--- src/rtl/uart_rx_frame_parser.sv ---
// Frame parser for HEAD0 HEAD1 LEN payload CHK byte streams; replays verified payloads on a valid/ready port.
// Define UART_FRAME_TIMEOUT_EN to abandon partial frames after P_TIMEOUT_CYCLES idle cycles (error code 11).
//
// state     | meaning
// S_IDLE    | hunting for HEAD0
// S_HEAD1   | HEAD0 seen, expecting HEAD1 (HEAD0 again re-arms)
// S_LEN     | expecting the length byte
// S_PAYLOAD | buffering payload bytes and summing the checksum
// S_CHK     | expecting the checksum byte
// S_OUT     | replaying the buffered payload; incoming bytes are dropped
module uart_rx_frame_parser #(
  parameter int         P_DATA_WIDTH     = 8,
  parameter int         P_MAX_LEN        = 16,
  parameter logic [7:0] P_HEAD0          = 8'h55,
  parameter logic [7:0] P_HEAD1          = 8'hAA,
  parameter int         P_TIMEOUT_CYCLES = 100000
) (
  input  logic                    clock,
  input  logic                    reset,
  input  logic [P_DATA_WIDTH-1:0] i_user_rx_data,
  input  logic                    i_user_rx_valid,
  output logic [P_DATA_WIDTH-1:0] o_payload_data,
  output logic                    o_payload_valid,
  output logic                    o_payload_last,
  input  logic                    i_payload_ready,
  output logic                    o_frame_ok,
  output logic                    o_err,
  output logic [1:0]              o_err_code,
  output logic                    o_drop,
  output logic                    o_busy
);

  localparam int IW = $clog2(P_MAX_LEN + 1);
  localparam int AW = (P_MAX_LEN > 1) ? $clog2(P_MAX_LEN) : 1;
  localparam logic [IW-1:0]           IDX_ONE   = IW'(1);
  localparam logic [P_DATA_WIDTH-1:0] MAX_LEN_B = P_DATA_WIDTH'(P_MAX_LEN);
  localparam logic [1:0] ERR_LEN = 2'b01;
  localparam logic [1:0] ERR_CHK = 2'b10;
  localparam logic [1:0] ERR_TMO = 2'b11;

  if (P_DATA_WIDTH != 8 || P_MAX_LEN < 1 || P_MAX_LEN > 255 || P_TIMEOUT_CYCLES < 1) begin : g_bad_cfg
    $error("uart_rx_frame_parser: unsupported parameter set");
  end

  typedef enum logic [2:0] {
    S_IDLE,
    S_HEAD1,
    S_LEN,
    S_PAYLOAD,
    S_CHK,
    S_OUT
  } state_t;

  state_t                  state, state_next;
  logic [IW-1:0]           len_q, wr_idx, rd_idx, len_last;
  logic [P_DATA_WIDTH-1:0] acc;
  logic [P_DATA_WIDTH-1:0] buffer [2**AW];
  logic [1:0]              err_code_q, err_code_new;
  logic                    err, frame_ok, tmo_hit;
  logic                    rx_v;
  logic [P_DATA_WIDTH-1:0] rx_d;

  assign rx_v     = i_user_rx_valid;
  assign rx_d     = i_user_rx_data;
  assign len_last = len_q - IDX_ONE;

  always_comb begin
    state_next   = state;
    frame_ok     = 1'b0;
    err          = 1'b0;
    err_code_new = err_code_q;
    case (state)
      S_IDLE: begin
        if (rx_v && rx_d == P_HEAD0) state_next = S_HEAD1;
      end
      S_HEAD1: begin
        if (rx_v) begin
          if (rx_d == P_HEAD1)      state_next = S_LEN;
          else if (rx_d == P_HEAD0) state_next = S_HEAD1;
          else                      state_next = S_IDLE;
        end
      end
      S_LEN: begin
        if (rx_v) begin
          if (rx_d == '0 || rx_d > MAX_LEN_B) begin
            err          = 1'b1;
            err_code_new = ERR_LEN;
            state_next   = S_IDLE;
          end else begin
            state_next = S_PAYLOAD;
          end
        end
      end
      S_PAYLOAD: begin
        if (rx_v && wr_idx == len_last) state_next = S_CHK;
      end
      S_CHK: begin
        if (rx_v) begin
          if (rx_d == acc) begin
            frame_ok   = 1'b1;
            state_next = S_OUT;
          end else begin
            err          = 1'b1;
            err_code_new = ERR_CHK;
            state_next   = S_IDLE;
          end
        end
      end
      S_OUT: begin
        if (i_payload_ready && rd_idx == len_last) state_next = S_IDLE;
      end
      default: state_next = S_IDLE;
    endcase
    // tmo_hit only fires on a cycle without a byte, so it never collides with frame_ok
    if (tmo_hit) begin
      err          = 1'b1;
      err_code_new = ERR_TMO;
      state_next   = S_IDLE;
    end
    if (reset) begin
      frame_ok   = 1'b0;
      err        = 1'b0;
      state_next = S_IDLE;
    end
  end

  always_ff @(posedge clock) begin
    if (reset) begin
      state      <= S_IDLE;
      len_q      <= '0;
      wr_idx     <= '0;
      rd_idx     <= '0;
      acc        <= '0;
      err_code_q <= '0;
    end else begin
      state <= state_next;
      if (err) err_code_q <= err_code_new;
      case (state)
        S_LEN: begin
          if (state_next == S_PAYLOAD) begin
            len_q  <= rx_d[IW-1:0];
            acc    <= rx_d;
            wr_idx <= '0;
          end
        end
        S_PAYLOAD: begin
          if (rx_v) begin
            acc    <= acc + rx_d;
            wr_idx <= wr_idx + IDX_ONE;
          end
        end
        S_CHK: begin
          if (state_next == S_OUT) rd_idx <= '0;
        end
        S_OUT: begin
          if (i_payload_ready) rd_idx <= rd_idx + IDX_ONE;
        end
        default: ;
      endcase
    end
  end

  // Payload storage carries no reset; the read side is gated by o_payload_valid.
  always_ff @(posedge clock) begin
    if (state == S_PAYLOAD && rx_v) buffer[wr_idx[AW-1:0]] <= rx_d;
  end

`ifdef UART_FRAME_TIMEOUT_EN
  localparam int TW = $clog2(P_TIMEOUT_CYCLES + 1);
  localparam logic [TW-1:0] TMO_LOAD = TW'(P_TIMEOUT_CYCLES - 1);
  localparam logic [TW-1:0] TMO_ONE  = TW'(1);

  logic [TW-1:0] tmo_cnt;
  logic          timed, timed_next;

  assign timed      = (state == S_HEAD1) || (state == S_LEN) ||
                      (state == S_PAYLOAD) || (state == S_CHK);
  assign timed_next = (state_next == S_HEAD1) || (state_next == S_LEN) ||
                      (state_next == S_PAYLOAD) || (state_next == S_CHK);
  assign tmo_hit    = timed && !rx_v && tmo_cnt == '0;

  // Down-counter reloads on every byte and state entry; terminal count zero is the timeout.
  always_ff @(posedge clock) begin
    if (reset || !timed_next)                 tmo_cnt <= '0;
    else if (state_next != state || rx_v)     tmo_cnt <= TMO_LOAD;
    else if (tmo_cnt != '0)                   tmo_cnt <= tmo_cnt - TMO_ONE;
  end
`else
  assign tmo_hit = 1'b0;
`endif

  assign o_payload_valid = (state == S_OUT) && !reset;
  assign o_payload_data  = o_payload_valid ? buffer[rd_idx[AW-1:0]] : '0;
  assign o_payload_last  = o_payload_valid && (rd_idx == len_last);
  assign o_frame_ok      = frame_ok;
  assign o_err           = err;
  assign o_err_code      = err ? err_code_new : err_code_q;
  assign o_drop          = (state == S_OUT) && rx_v && !reset;
  assign o_busy          = (state != S_IDLE);

endmodule

--- config.mk ---
export PLATFORM = sky130hd
export DESIGN_NAME = uart_rx_frame_parser
export DESIGN_NICKNAME = d
export VERILOG_FILES = /design/src/rtl/uart_rx_frame_parser.sv
export SDC_FILE = /design/constraint.sdc
export NUM_CORES = 1
export LEC_CHECK = 0
export ABC_CLOCK_PERIOD_IN_PS = 2230
export BUFFER_PORTS_ARGS = -buffer_cell sky130_fd_sc_hd__buf_2
export CORE_MARGIN = 3
export CORE_UTILIZATION = 58
export CTS_BUF_LIST = sky130_fd_sc_hd__clkbuf_8
export CTS_CLUSTER_SIZE = 40
export DETAILED_ROUTE_END_ITERATION = 10
export GPL_ROUTABILITY_DRIVEN = 0
export GPL_TIMING_DRIVEN = 0
export PLACE_DENSITY = 0.78
export SLEW_MARGIN = 20
export SYNTH_ARGS = -nofsm -noshare
export SYNTH_HDL_FRONTEND = slang
export SYNTH_SLANG_ARGS = --single-unit
export TNS_END_PERCENT = 100
--- constraint.sdc ---
create_clock -name clock -period 2.23 [get_ports clock]
set_input_delay 0.1115 -clock clock [delete_from_list [all_inputs] [get_ports clock]]
set_output_delay 0.1115 -clock clock [all_outputs]
set_load 0.03 [all_outputs]
==> metrics.md <==
| Metric | Value |
|---|---|
| Cell family with most CP delay | multiplexers |
| Final Critical Period | 2480 ps |
| Via count | 4514 |
| Sequential element share of the synthesized area | 62.7% |
| Cell mode on critical path | mux4_2 |
| PwrDens | 635 nW/um^2 |
| Max Used Layer | met4 |
| All-Layer GR Usage | 24.6% |
| Starting Density | 60.9% |
| Setup ws final | -253 ps |
| Number of antenna diodes | 0 |
| HPWL after DPL | 10.1 mm |
| Max_cap viols | 0 |
| Placed cells | 672 |
| Max Slew Vio Count | 0 |
| Failing checks | negative setup slack |
| Hold Path Class | primary input to flop |
| IO Port Bufs | 27 |
| Post-synth top area cell | edfxtp_1 |
| Critical path class | flop to primary output |
| Reg power frac | 59.7% |
| First-pass GRT wire length | 24.3 mm |
| Async SR Flop Fraction | 0% |
| Sw frac | 21.4% |
| Fillers | 728 |
| Max stage delay on crit path | 560 ps |
| Clock Tree Buf Depth | 2 |
| First-pass DRT Iterations | 5 |
| Seq cells post-synth | 160 |
| Mapped Area | 7160 um^2 |
| Synth top area share | 53.7% |
| Hold Vio Cnt, Final | 0 |
| Gate Count Post-Synth | 480 |
| Clock power share | 37.8% |
| Final net count | 567 |
| Initial antenna violation count | 0 |
| Cell Rows | 39 |
| Crit. End Element | primary output |
| Comb pwr share | 2.5% |
| CP Depth | 5 |
| Crit path cell chain | buf_12, mux4_2, mux4_2, and2_4, buf_6 |
| DRC | 0 |
| CORE AREA | 11800 um^2 |
| Area grow syn2layout | 18.5% |
| Slew Limit Headroom | 54.9% |
| CTS sink cnt | 160 |
| Max Fclk | 0.403 GHz |
| Final core occ | 72.1% |
| Slowest cell on crit path | mux4_2 |
| Die area | 13700 um^2 |
| Ys Warns | 0 |
| Fin crit share | 111% |
| Global route overflow | 0 |
| Detail Route met2 WL | 7.97 mm |
| Num CTS Buffers | 17 |
| Clock Skews | 14.8 ps |
| R2R cell count | 9 |
| CP Max Fanout | 10 |
| Layout cells sized above 1 | 34.8% |
| 1st-iter DRT viols | 423 |
| Setup crit start kind | flop |
| Final setup fails | 8 |
| WP data arrival | 2370 ps |
| Internal power | 4.23 mW |
| Htree depth | 4 |
| Sw Pwr | 1.15 mW |
| Vias in the first global route | 4340 |
| Fin cells | 718 |
| Routed length on met3 | 1.06 mm |
| Hold path cells | 1 |
| Final ANT Viol Nets | 0 |
| CTS clk-pin slew, worst paths | 80 ps |
| Die Ht | 117 um |
| Worst Tran Pin Value | 676 ps |
| Post-synthesis cell type count | 61 |
| Via-per-instance ratio | 6.29 |
| Clk root buf | clkbuf_8 |
| Largest net degree at the start of global routing | 24 |
| Required time of the critical path | 2120 ps |
| Status | finished, violations left |
| Net Count, Synth | 506 |
| Drt total wl | 16.0 mm |
| CTS tree | yes |
| Die width | 117 um |
| Clock Latency Late Sink | 450 ps |
| Synthesized area per cell | 14.9 um^2 |
| Post-synth EDFFs | 128 |
| VDD IR-drop max | 358 uV |
| Most used DFF post-synth | edfxtp_1 |
| IO Count | 28 |
| Unrepaired setup endpoints after global routing | true |
| Routed len/inst | 22.2 um |
| Buf/Inv on CP | 2 |
| Pleak | 2.72 nW |
| Metal1 wirelength | 6.48 mm |
| Synth area leaders | edfxtp_1, mux4_2, dfxtp_1 |
==> layout by cell type, fill, tap and decap left out, types with 10 or more instances in the layout <==
cell / n
a21oi_1: 19
buf_2: 19
buf_4: 17
clkbuf_8: 19
dfxtp_1: 25
edfxtp_1: 128
inv_1: 11
mux4_2: 40
nand2_1: 26
nor2_1: 19
nor2_4: 11
nor3_1: 11
xnor2_1: 10
==> power groups by stage <==
stage	Combinational, mW	Clock (mW)	Sequential, mW
after floorplan	0.0425	0	3.28
after global placement	0.112	0	3.28
after detailed placement	0.118	0	3.28
after CTS	0.125	2.06	3.21
after global routing	0.146	2.20	3.21
final	0.135	2.03	3.21
==> cells in the mapped netlist, types with 3 or more instances <==
| master | count |
|---|---|
| and2_1 | 9 |
| edfxtp_1 | 128 |
| nand3_1 | 8 |
| o21a_1 | 3 |
| xnor2_1 | 10 |
| nand4_1 | 5 |
| buf_1 | 3 |
| and3_1 | 8 |
| nor2_1 | 32 |
| inv_1 | 9 |
| or3_1 | 4 |
| a21oi_1 | 19 |
| ha_1 | 13 |
| nor3_1 | 17 |
| a31oi_1 | 3 |
| nand2b_1 | 9 |
| a311oi_1 | 5 |
| nor2b_1 | 7 |
| o21ai_0 | 7 |
| buf_2 | 5 |
| xor2_1 | 6 |
| o31ai_1 | 4 |
| nor4_1 | 3 |
| dfxtp_1 | 32 |
| clkbuf_1 | 16 |
| mux2i_1 | 5 |
| mux4_2 | 40 |
| a21o_1 | 3 |
| nor3b_1 | 3 |
| nand2_1 | 30 |
==> flip-flops by register name, summed over array words and instances (netlist names), named ones only <==
register / cells
state: 3
err_code_q: 2
len_q: 5
wr_idx: 5
acc: 8
buffer: 128
rd_idx: 5
==> repair_timing <==
action	CTS	global route
endpoints found under the hold margin	2	0
pin swaps	14	6
resized for setup	76	43
gates cloned	0	0
hold buffers	1	0
setup buffers	11	7
endpoints found under the setup margin	158	101
==> final cells by class <==
type                            count  area, um^2  area share (%)
Inverter                            9        33.8           0.398
Clock buffer                       17         234            2.76
Multi-Input combinational cell    285        2810            33.1
Timing Repair Buffer               47         378            4.46
Buffer                             21         184            2.17
Clock inverter                     15         144            1.70
Tap cell                          164         205            2.42
Sequential cell                   160        4500            53.0
==> path summary, 6_finish.rpt <==
path	slack, ps	start	to
hold / removal	100	i_user_rx_data[7]	buffer[7][7]
hold reg to reg	510	acc[7]	acc[7]
setup reg to reg	30	acc[4]	len_q[2]
setup / recovery	-250	flop	o_payload_data[5]
==> stage by stage <==
| step | power (mW) | worst slack [ps] | setup TNS, ps | hold slack, ps | cell area, um^2 |
|---|---|---|---|---|---|
| floorplan | 3.32 | -97.8 | -1870 | 210 | 7160 |
| detailed placement | 3.40 | -575 | -62740 | 441 | 7520 |
| global route | 5.56 | -343 | -3070 | 79.8 | 8480 |
| CTS | 5.40 | -294 | -2100 | 71.2 | 8270 |
| global placement | 3.39 | -971 | -68830 | 437 | 7500 |
| finish | 5.38 | -253 | -1870 | 101 | 8480 |
==> layer usage <==
| metal | vias to the layer above | global-route usage [%] |
|---|---|---|
| li1 | 2003 | - |
| met1 | 2273 | 32.9 |
| met2 | 201 | 40.2 |
| met3 | 37 | 4.99 |
| met4 | 0 | 9.63 |
| met5 | - | 0 |
==> kinds of logic (layout without fill, tap and decap cells) <==
kind of cell	count (synthesis)	in the layout	synth area share [%]
xor gates and xnor gates	16	16	1.96
and+or+nand+nor	145	145	10.6
adders and majority gates	14	14	2.55
buffers and inverters	35	109	2.26
muxes	45	45	13.3
DFF	160	160	62.7
AOI/OAI and AO/OA	65	65	6.73
Power figures use the tool's default switching activity.
